<file path="src/rtl/if_stage_pc_unit.sv">
// Instruction-fetch stage: program counter, instruction-memory address and the IF/ID
// pipeline register, with freeze, EXE branch redirect, flush and a fetch counter.
module if_stage_pc_unit #(
  parameter logic [31:0] RESET_PC  = 32'h0000_0000,
  parameter logic [31:0] NOP_INSTR = 32'h0000_0000
) (
  input  logic        clk,
  input  logic        rst,
  input  logic        freeze,
  input  logic        branch_taken,
  input  logic [31:0] branch_addr,
  input  logic        flush,
  output logic [31:0] instr_mem_addr,
  input  logic [31:0] instr_mem_data,
  output logic [31:0] if_id_pc,
  output logic [31:0] if_id_instr,
  output logic        if_id_valid,
  output logic [31:0] fetch_count
);

  logic [31:0] pc_q, pc_d;
  logic [31:0] if_id_pc_q, if_id_pc_d;
  logic [31:0] if_id_instr_q, if_id_instr_d;
  logic        if_id_valid_q, if_id_valid_d;
  logic [31:0] fetch_count_q, fetch_count_d;

  logic [31:0] pc_plus4;
  logic [31:0] branch_target;
  logic [31:0] next_pc;
  logic        squash;
  logic        load;

  assign pc_plus4      = pc_q + 32'd4;
  assign branch_target = {branch_addr[31:2], 2'b00};
  assign next_pc       = branch_taken ? branch_target : pc_plus4;

  // A redirect or flush squashes the wrong-path fetch even while frozen.
  assign squash = branch_taken | flush;
  assign load   = ~squash & ~freeze;

  // The branch beats freeze so a stalled front end never drops a redirect.
  always_comb begin
    pc_d = pc_q;
    if (branch_taken || !freeze) begin
      pc_d = next_pc;
    end
  end

  always_comb begin
    if_id_pc_d    = if_id_pc_q;
    if_id_instr_d = if_id_instr_q;
    if_id_valid_d = if_id_valid_q;
    fetch_count_d = fetch_count_q;
    if (squash) begin
      if_id_pc_d    = 32'h0000_0000;
      if_id_instr_d = NOP_INSTR;
      if_id_valid_d = 1'b0;
    end else if (load) begin
      if_id_pc_d    = pc_plus4;
      if_id_instr_d = instr_mem_data;
      if_id_valid_d = 1'b1;
      fetch_count_d = fetch_count_q + 32'd1;
    end
  end

  always_ff @(posedge clk) begin
    if (rst) begin
      pc_q          <= RESET_PC;
      if_id_pc_q    <= 32'h0000_0000;
      if_id_instr_q <= NOP_INSTR;
      if_id_valid_q <= 1'b0;
      fetch_count_q <= 32'h0000_0000;
    end else begin
      pc_q          <= pc_d;
      if_id_pc_q    <= if_id_pc_d;
      if_id_instr_q <= if_id_instr_d;
      if_id_valid_q <= if_id_valid_d;
      fetch_count_q <= fetch_count_d;
    end
  end

  assign instr_mem_addr = pc_q;
  assign if_id_pc       = if_id_pc_q;
  assign if_id_instr    = if_id_instr_q;
  assign if_id_valid    = if_id_valid_q;
  assign fetch_count    = fetch_count_q;

endmodule
</file>
<file path="config.mk">
export PLATFORM = sky130hd
export DESIGN_NAME = if_stage_pc_unit
export DESIGN_NICKNAME = d
export VERILOG_FILES = /design/src/rtl/if_stage_pc_unit.sv
export SDC_FILE = /design/constraint.sdc
export NUM_CORES = 1
export LEC_CHECK = 0
export ABC_AREA = 1
export ABC_CLOCK_PERIOD_IN_PS = 3200
export CORE_ASPECT_RATIO = 0.9
export CORE_MARGIN = 1
export CORE_UTILIZATION = 25
export DETAILED_ROUTE_END_ITERATION = 6
export GPL_TIMING_DRIVEN = 0
export PLACE_DENSITY = 0.55
export SYNTH_ARGS = -nofsm -noshare
export SYNTH_HDL_FRONTEND = slang
export SYNTH_SLANG_ARGS = --single-unit
export TNS_END_PERCENT = 30
</file>
<file path="constraint.sdc">
create_clock -name clk -period 3.2 [get_ports clk]
set_input_delay 0.32 -clock clk [delete_from_list [all_inputs] [get_ports clk]]
set_output_delay 0.32 -clock clk [all_outputs]
set_load 0.05 [all_outputs]
</file>
==> run_results.csv <==
group,metric,value,unit
cts,cts_buffers,17,
placement,portBuffers,189,
route,wire_per_inst,14.8,um
placement,gp_congestion,0.842,
timing,finalSetupTns,0,ns
cts,root_buffer,"clkbuf_16",
worst_setup_path,critPathArrivalTime,1.75,ns
timing,hold_slack,0.222,ns
power_and_ir_drop,fin_total_pwr,4.23,mW
global_route,gr-total-overflow,0,
placement,dp_slack,1.07,ns
route,wl,22000,um
power_and_ir_drop,power_density,462,nW/um^2
power_and_ir_drop,ir_worst_vdd,0.000305,V
placement,placed_area,8510,um^2
timing,slew_viol_final,0,
floorplan,io_pins,198,
final_layout,multi_input_area,3180,um^2
final_layout,layout-drive-gt1-share,0.0725,
route,drt_iter0_drc,342,
cts,cts_tree,"built",
timing,tightest_slew,0.760,ns
logic_synthesis,syn_inst,949,
timing,setup_violations,0,
final_layout,final_common_cell,"nand2_1",
timing,fin_crit_sh,0.647,
route,viasPerCell,4.44,
timing,fin_skew,0.00805,ns
worst_setup_path,crit_path_start,"instr_mem_addr[11]",
worst_setup_path,crit_required,2.88,ns
cts,htree_levels,4,
cts,cts_sinks,125,
worst_setup_path,crit_buf_inv,1,
cts,insertion_delay,0.42,ns
logic_synthesis,yosysSeqAreaShare,0.402,
timing,slew-limit-headroom,0.494,
outcome,status,"finished, final reports clean",
logic_synthesis,syn_avg_cell_area,6.56,um^2
flow_run,maxCapViolations,0,
timing,setup_ws,1.13,ns
min_path,holdCritPathClass,"input port to flop",
worst_setup_path,critPathLaunchType,"flop",
worst_setup_path,worst_setup_path_end_kind,"output pin",
route,num_vias,6569,
final_layout,final_area,9150,um^2
route,firstDrtPassIters,5,
worst_setup_path,worstPathMaxFanout,6,
logic_synthesis,synth_top_area_cell,"dfxtp_1",
worst_setup_path,crit_type,"flop to output pin",
cts,ctsHoldBuffers,0,
floorplan,dieArea,25500,um^2
timing,rsz0062_at_grt,"no",
logic_synthesis,syn-cell-area,6220,um^2
cts,cts_setup_buffers,0,
floorplan,die_h,152,um
final_layout,fin_nets,1231,
worst_setup_path,crit_chain,"clkdlybuf4s50_1",
logic_synthesis,ys_warn_count,0,
floorplan,start_util,0.256,
route,ant_nets,0,
power_and_ir_drop,p_leak,3.37,nW
final_layout,seq_area,2500,um^2
timing,final_hold_viol_count,0,
cts,post_cts_resized,0,
logic_synthesis,ys_types,40,
placement,dpl.hpwl,16800,um
logic_synthesis,ys_ff_latch,125,
global_route,grt_pass1_vias,6083,
worst_setup_path,crit_slowest_cell,"clkdlybuf4s50_1",
worst_setup_path,r2r-start,"instr_mem_addr[2]",
logic_synthesis,ys_top_cells_by_area,"dfxtp_1 (40%), nand2_1 (20%), nor2_1 (8.1%), a21oi_1 (6.6%), inv_1 (5.5%)",
final_layout,final_cell_mix,"nand2_1 (324), clkdlybuf4s50_1 (189), nor2_1 (134), dfxtp_1 (125), inv_1 (91)",
final_layout,syn_to_final_growth,47.1,%
final_layout,fillers,2608,
global_route,grt_start_max_net_pins,17,
worst_setup_path,max_stage_delay,0.86,ns
timing,final.min_clock_period,2.07,ns
timing,fmax,483,MHz
route,drc,0,
worst_setup_path,cp_top_family,"buffers and inverters",
global_route,grt_pass1_wl,33800,um
floorplan,row_count,54,
floorplan,fp.dieW,168,um
min_path,min_from,"rst",
final_layout,diodes,0,
global_route,antenna_found_initial,0,
cts,clockBufferDepth,2,
floorplan,core,24300,um^2
logic_synthesis,yosysTopAreaCellShare,0.402,
cts,clkTransAtPathRegs,0.06,ns
global_route,grt.total_usage,0.174,
[cell type report]
type	instances	share of cell area
Clock buffer	19	0.0495
Buffer	39	0.0213
Sequential cell	125	0.273
Tap cell	308	0.0421
Clock inverter	13	0.0206
Multi-Input combinational cell	693	0.347
Timing Repair Buffer	189	0.207
Inverter	95	0.0390
[cells in the mapped netlist, drive strengths merged]
cell      n
a211oi    4
a21oi    82
a22o      6
a31oi     9
and2      1
buf      24
clkbuf   15
clkinv    1
conb      1
dfxtp   125
ha        2
inv      94
nand2   329
nand3    35
nand3b    1
nand4     5
nor2    150
nor2b     1
nor3      1
nor3b     1
nor4      1
o211ai    1
o21a      3
o21ai    39
o21bai    2
or2       1
xnor2     7
xor2      8
[report_power, final]
part / internal (mW) / switching [mW]
logic: 0.181 / 0.292
clock network: 1.35 / 0.774
registers: 1.59 / 0.0408
total: 3.12 / 1.11
[registers in the layout, indices dropped and copies added (netlist names)]
register and cells:
fetch_count 32, if_id_instr 32, if_id_pc 30, if_id_valid 1
instr_mem_addr 30
[metal layers]
metal  track usage  share of wire  up-vias
li1              -              -     3396
met3        0.0410          0.055       18
met4        0.0377          0.011        0
met2         0.282           0.46      193
met1         0.236           0.47     2962
met5             0              0        -
[path summary, 6_finish.rpt]
| check | endpoint | slack, ns | cells past startpoint |
|---|---|---|---|
| worst max-delay path | instr_mem_addr[11] | 1.13 | 1 |
| worst min register to register | if_id_instr[31] | 0.46 | 2 |
| worst min-delay path | fetch_count[5] | 0.22 | 2 |
| worst max register to register | instr_mem_addr[24] | 1.32 | 10 |
[metrics by stage]
stage / instances / utilization
after floorplan: 952 / -
after global placement: 1449 / 0.350
after detailed placement: 1449 / 0.350
after CTS: 1481 / 0.376
after global routing: 1481 / 0.376
final: 1481 / 0.376
[cell families (layout without fill, tap and decap cells)]
group           Yosys count  after routing  synth area share
compound gates          146            146             0.127
buf+inv                 134            355            0.0887
flops                   125            125             0.402
fa+ha+maj                 2              2           0.00402
simple gates            526            526             0.356
xor+xnor                 15             15            0.0211
other cells               1              4          0.000603
No activity file was read; power rests on OpenSTA's default activity.
